===== src/rtl/posit_mac_pkg.sv =====
// Shared posit8 (es=0) constants and the decoded-field record used across the
// posit MAC datapath.
package posit_mac_pkg;

  localparam int          POSIT_W     = 8;
  localparam int          POSIT_ES    = 0;
  localparam logic [7:0]  POSIT_NAR   = 8'h80;
  localparam logic [7:0]  POSIT_ZERO  = 8'h00;
  localparam int          POSIT_MAX_K = 6;

  // frac carries the hidden 1 in bit 5, fraction bits left-aligned below it.
  typedef struct packed {
    logic              sign;
    logic signed [3:0] k;
    logic [5:0]        frac;
    logic              z;
    logic              nar;
  } posit8_fields_t;

endpackage


===== src/rtl/posit8_unpack.sv =====
// Combinational posit8 (es=0) field decoder: sign, regime k, hidden-bit
// fraction, zero and NaR flags.
module posit8_unpack
  import posit_mac_pkg::*;
(
  input  logic [7:0]     word_i,
  output posit8_fields_t fields_o
);

  logic [6:0] body;
  logic [3:0] run;
  logic       done;
  logic [4:0] tail;

  always_comb begin
    body = word_i[7] ? (~word_i[6:0] + 7'd1) : word_i[6:0];
    run  = 4'd0;
    done = 1'b0;
    for (int i = 6; i >= 0; i--) begin
      if (!done) begin
        if (body[i] == body[6]) run = run + 4'd1;
        else                    done = 1'b1;
      end
    end
    // Regime plus terminator occupy run+1 bits; left-align what remains.
    tail = body[4:0] << (run - 4'd1);

    fields_o.sign = word_i[7];
    fields_o.k    = body[6] ? $signed(run - 4'd1) : $signed(4'd0 - run);
    fields_o.frac = {1'b1, tail};
    fields_o.z    = (word_i == POSIT_ZERO);
    fields_o.nar  = (word_i == POSIT_NAR);
    if (fields_o.z || fields_o.nar) begin
      fields_o.k    = 4'sd0;
      fields_o.frac = 6'd0;
    end
  end

endmodule


===== src/rtl/posit_to_fixed_stream.sv =====
// Streaming posit8 -> signed Q8.FRAC_BITS converter, 2-stage pipeline with
// valid/ready on both sides. Define POSIT_NAR_CNT_EN to add the nar_cnt counter.
module posit_to_fixed_stream
  import posit_mac_pkg::*;
#(
  parameter  int FRAC_BITS = 8,
  localparam int OW        = 8 + FRAC_BITS
) (
  input  logic          clk,
  input  logic          rst_n,
  input  logic          in_valid,
  output logic          in_ready,
  input  logic [7:0]    in_data,
  output logic          out_valid,
  input  logic          out_ready,
  output logic [OW-1:0] out_data,
  output logic          out_nar
`ifdef POSIT_NAR_CNT_EN
  ,
  output logic [7:0]    nar_cnt
`endif
);

  // Handshake: a word moves when valid & ready are both high at the rising
  // edge; valid never depends on ready, ready may depend on downstream ready.

  posit8_fields_t dec;
  posit8_fields_t s1_q, s1_d;
  logic           s1_valid_q;
  logic           s2_load, s1_load;

  logic [3:0]     sh;
  logic [17:0]    mag_full;
  logic [OW-1:0]  mag;
  logic [OW-1:0]  out_data_q, out_data_d;
  logic           out_valid_q, out_nar_q;

  posit8_unpack u_unpack (
    .word_i   (in_data),
    .fields_o (dec)
  );

  assign s2_load  = !out_valid_q || out_ready;
  assign s1_load  = !s1_valid_q || s2_load;
  assign in_ready = s1_load;
  assign s1_d     = dec;

  // frac is 1.f * 2^5; shifting by k+6 gives value * 2^11, then drop the
  // surplus scale. The dropped low bits are always zero for FRAC_BITS >= 6.
  always_comb begin
    sh       = $unsigned(s1_q.k) + 4'd6;
    mag_full = {12'd0, s1_q.frac} << sh;
    mag      = OW'(mag_full >> (11 - FRAC_BITS));
    if (s1_q.nar)       out_data_d = {1'b1, {(OW-1){1'b0}}};
    else if (s1_q.z)    out_data_d = '0;
    else if (s1_q.sign) out_data_d = -mag;
    else                out_data_d = mag;
  end

  always_ff @(posedge clk or negedge rst_n) begin
    if (!rst_n) begin
      s1_valid_q <= 1'b0;
      s1_q       <= '0;
    end else if (s1_load) begin
      s1_valid_q <= in_valid;
      if (in_valid) s1_q <= s1_d;
    end
  end

  always_ff @(posedge clk or negedge rst_n) begin
    if (!rst_n) begin
      out_valid_q <= 1'b0;
      out_data_q  <= '0;
      out_nar_q   <= 1'b0;
    end else if (s2_load) begin
      out_valid_q <= s1_valid_q;
      if (s1_valid_q) begin
        out_data_q <= out_data_d;
        out_nar_q  <= s1_q.nar;
      end
    end
  end

  assign out_valid = out_valid_q;
  assign out_data  = out_data_q;
  assign out_nar   = out_nar_q;

`ifdef POSIT_NAR_CNT_EN
  logic [7:0] nar_cnt_q, nar_cnt_d;

  always_comb begin
    nar_cnt_d = nar_cnt_q;
    if (out_valid_q && out_ready && out_nar_q && (nar_cnt_q != 8'hFF))
      nar_cnt_d = nar_cnt_q + 8'd1;
  end

  always_ff @(posedge clk or negedge rst_n) begin
    if (!rst_n) nar_cnt_q <= 8'd0;
    else        nar_cnt_q <= nar_cnt_d;
  end

  assign nar_cnt = nar_cnt_q;
`endif

endmodule

===== config.mk =====
export PLATFORM = sky130hd
export DESIGN_NAME = posit_to_fixed_stream
export DESIGN_NICKNAME = d
export VERILOG_FILES = /design/src/rtl/posit_mac_pkg.sv /design/src/rtl/posit8_unpack.sv /design/src/rtl/posit_to_fixed_stream.sv
export SDC_FILE = /design/constraint.sdc
export NUM_CORES = 1
export LEC_CHECK = 0
export ABC_AREA = 1
export CELL_PAD_IN_SITES_DETAIL_PLACEMENT = 0
export CELL_PAD_IN_SITES_GLOBAL_PLACEMENT = 1
export CORE_ASPECT_RATIO = 0.75
export CORE_MARGIN = 2
export CORE_UTILIZATION = 42
export DETAILED_ROUTE_END_ITERATION = 7
export HOLD_SLACK_MARGIN = 0.06
export PLACE_DENSITY_LB_ADDON = 0.12
export SYNTH_ARGS = -nofsm -noshare
export SYNTH_HDL_FRONTEND = slang
export SYNTH_SLANG_ARGS = --single-unit
export TNS_END_PERCENT = 50

===== constraint.sdc =====
create_clock -name clk -period 4.07 [get_ports clk]
set_input_delay 0.407 -clock clk [delete_from_list [all_inputs] [get_ports clk]]
set_output_delay 0.407 -clock clk [all_outputs]
set_load 0.02 [all_outputs]

==> impl_metrics.env <==
export IMPL_status="finished clean"
export IMPL_via_count=2456
export IMPL_coreArea_um2=5740
export IMPL_grt_util_all_layers_pct=20.7
export IMPL_synth_edff_count=0
export IMPL_die_w_um=92.3
export IMPL_antenna_left=0
export IMPL_leakage_uw=0.00145
export IMPL_min_path_cells=2
export IMPL_cts_root_buf="clkbuf_8"
export IMPL_synth_seq_cells=32
export IMPL_cts_sinks=32
export IMPL_top_usage_layer="met1"
export IMPL_hold_end="out_data[7]"
export IMPL_numPortBuffers=30
export IMPL_globalplace_congestion=0.869
export IMPL_viasPerCell=5.06
export IMPL_cp_end_kind="flip-flop"
export IMPL_dpl_instance_area_um2=2820
export IMPL_start_util_pct=42.8
export IMPL_slowest_stage="clkdlybuf4s50_1"
export IMPL_critPathMostFrequentCell="nand2_1"
export IMPL_dieArea_um2=6480
export IMPL_path_cells="clkdlybuf4s50_1 > inv_2 > ha_1 > nand3_2 > nand2_2 > nand2_4 > nand2_4 > inv_2 > nand2_1 > nand2_1 > nand3_1 > nand2_2 > nand2_4 > ha_1 > inv_1 > nor2_1 > inv_1 > o21ai_0 > nand2_1 > nand2_1"
export IMPL_drt_first_pass_iters=4
export IMPL_drt_first_iter_violations=147
export IMPL_grt_first_pass_wirelength_um=10800
export IMPL_worst_slew_pin_slew_ns=0.688
export IMPL_cts_buffer_depth=2
export IMPL_grt_ovfl_total=0
export IMPL_grt_max_degree=33
export IMPL_avgSynthCellArea_um2=6.50
export IMPL_rsz0062_at_grt="no"
export IMPL_async_flop_share_pct=100
export IMPL_synth_top_family_by_area="simple AND/OR/NAND/NOR gates"
export IMPL_worstSetupPathType="in2reg"
export IMPL_grt_util_met3_pct=3.67
export IMPL_worstPathMaxFanout=14
export IMPL_fin_area_um2=2890
export IMPL_pin_count=31
export IMPL_crit_required_ns=4.29
export IMPL_setup_viol=0
export IMPL_clkLatencyLatePin_ns=0.28
export IMPL_postCtsHoldBufs=0
export IMPL_fin_crit_ns=3.00
export IMPL_drv_slew=0
export IMPL_fmax_mhz=334
export IMPL_maxSlewHeadroom_pct=54.0
export IMPL_ys_seq_area_share_pct=32.6
export IMPL_powerDensity_nw_per_um2=671
export IMPL_dpl_hpwl_um=4850
export IMPL_rr_startpoint="s1_q[9]"
export IMPL_met1_usage_pct=34.6
export IMPL_grtUsageMet2_pct=27.0
export IMPL_rrSetupSlack_ns=1.27
export IMPL_placementRows=24
export IMPL_min_path_type="reg2reg"
export IMPL_setup_tns_ns=0
export IMPL_diodes=0
export IMPL_synth_cell_types=37
export IMPL_post_route_period_util_pct=73.6
export IMPL_synthXorXnorAreaFrac_pct=1.73
export IMPL_grt_pass1_vias=2283
export IMPL_hold_viol=0
export IMPL_cp_startpoint="in_data[0]"
export IMPL_post_cts_buffers=0
export IMPL_synth_main_ff_cell="dfrtp_1"
export IMPL_worst_r2r_cell_count=14
export IMPL_slowest_delay_ns=0.51
export IMPL_drive_above_1_share_pct=8.60
export IMPL_cp_arrival_ns=3.22
export IMPL_wl_per_cell_um=12.7
export IMPL_startpoint_type="primary input"
export IMPL_layout_nets=423
export IMPL_max_cap_viol_count=0
export IMPL_reg2reg_to="out_data[14]"
export IMPL_utilization_pct=50.5
export IMPL_cts_inserted_buffers=5
export IMPL_vdd_drop_max_v=0.000302
export IMPL_skew_ns=0.00647
export IMPL_fp_dieH_um=70.2
export IMPL_h_tree_depth=2
export IMPL_yosys_area_share_simple_pct=41.9
export IMPL_hold_start="out_data[7]"
export IMPL_ys_warn_count=0
export IMPL_synth_commonest_cells="137 x nand2_1, 43 x nand3_1, 32 x dfrtp_1"
export IMPL_drc_errors=0
export IMPL_antenna_found_initial=0
export IMPL_synth_cells=378
export IMPL_netlist_area_leader_share_pct=32.6
export IMPL_synth_area_mux_share_pct=0
export IMPL_yosysTopAreaCell="dfrtp_1"
export IMPL_yosysMostFrequentCell="nand2_1"
export IMPL_cts_tree="done"
export IMPL_syn_area_um2=2460
export IMPL_syn_nets=394
export IMPL_wl_um=6160
export IMPL_synth_area_leaders="dfrtp_1 33%, nand2_1 21%, nand3_1 8.8%"
export IMPL_cts_resized_gates=0
export IMPL_synthAdderAreaFrac_pct=2.04
export IMPL_area_delta_synth_final_pct=17.8
export IMPL_synth_compound_area_share_pct=14.1
export IMPL_clkTransAtPathRegs_ns=0.07
==> how the worst max path moves through the flow <==
stage | end | slack, ns | cells past startpoint
after detailed placement | s1_q[6] | 0.80 | 20
after CTS | s1_q[6] | 1.10 | 20
final | s1_q[6] | 1.07 | 20
after floorplan | s1_q[6] | 1.59 | 18
after global placement | s1_q[5] | 0.87 | 18
after global routing | s1_q[6] | 0.78 | 20
==> flip-flops by register name (all words and copies together), names as in the netlist <==
register and cells:
out_data 16, s1_valid_q 1, s1_q 13, out_nar 1
out_valid 1
==> worst max-delay path: cells and delay by family <==
family / cells / cell delay (ns)
buffers and inverters: 5 / 0.89
and+or+nand+nor: 12 / 1.18
adders and majority gates: 2 / 0.60
AOI/OAI and AO/OA: 1 / 0.15
==> layer usage <==
layer | up-vias | share of wire (%) | routed length, um
li1 | 1297 | - | -
met1 | 1104 | 59 | 3630
met2 | 51 | 36 | 2190
met3 | 4 | 4.9 | 302
met4 | 0 | 0.73 | 45
met5 | - | 0 | 0
==> placed cells by master, fill, tap and decap left out, types with 2 or more instances in the layout <==
cell,instances
a21oi_1,11
a32o_1,2
and2_1,2
buf_4,3
clkbuf_8,5
clkdlybuf4s50_1,30
dfrtp_1,32
ha_1,4
inv_1,31
inv_2,3
nand2_1,137
nand2_2,9
nand2_4,3
nand3_1,43
nand3_2,2
nand3b_1,3
nand4_1,4
nor2_1,24
nor2_2,2
nor3_1,4
o21ai_0,28
o21ai_1,5
o21ai_2,4
o22ai_1,2
xor2_1,3
==> metrics by stage <==
step	hold WS [ns]	setup slack, ns	instances	power, uW
3_3_place_gp	0.461	0.870	478	1700
6_report	0.476	1.07	485	1940
4_1_cts	0.483	1.10	485	1940
2_1_floorplan	0.111	1.59	378	1340
5_1_grt	0.518	0.783	485	2140
3_5_place_dp	0.464	0.803	478	1700
==> power breakdown <==
group          switching, uW  internal [uW]
clock                    113            116
combinational            782            437
sequential              74.6            419
total                    970            971
==> layout make-up <==
cell class                 count  area, um^2
sequential                    32         801
fill                         584        2840
timing repair buffer          33         323
clock buffer                   6        72.6
multi-input combinational    301        1470
tap                           78        97.6
clock inverter                 1        5.00
inverter                      34         128
==> logic make-up (layout without fill, tap and decap cells) <==
group	Yosys count	in the layout
xor gates and xnor gates	4	4
adders and majority gates	4	4
AOI/OAI and AO/OA	59	59
DFF	32	32
and+or+nand+nor	234	234
buffers and inverters	45	74
Note: power is estimated with default switching activity, not from simulation.
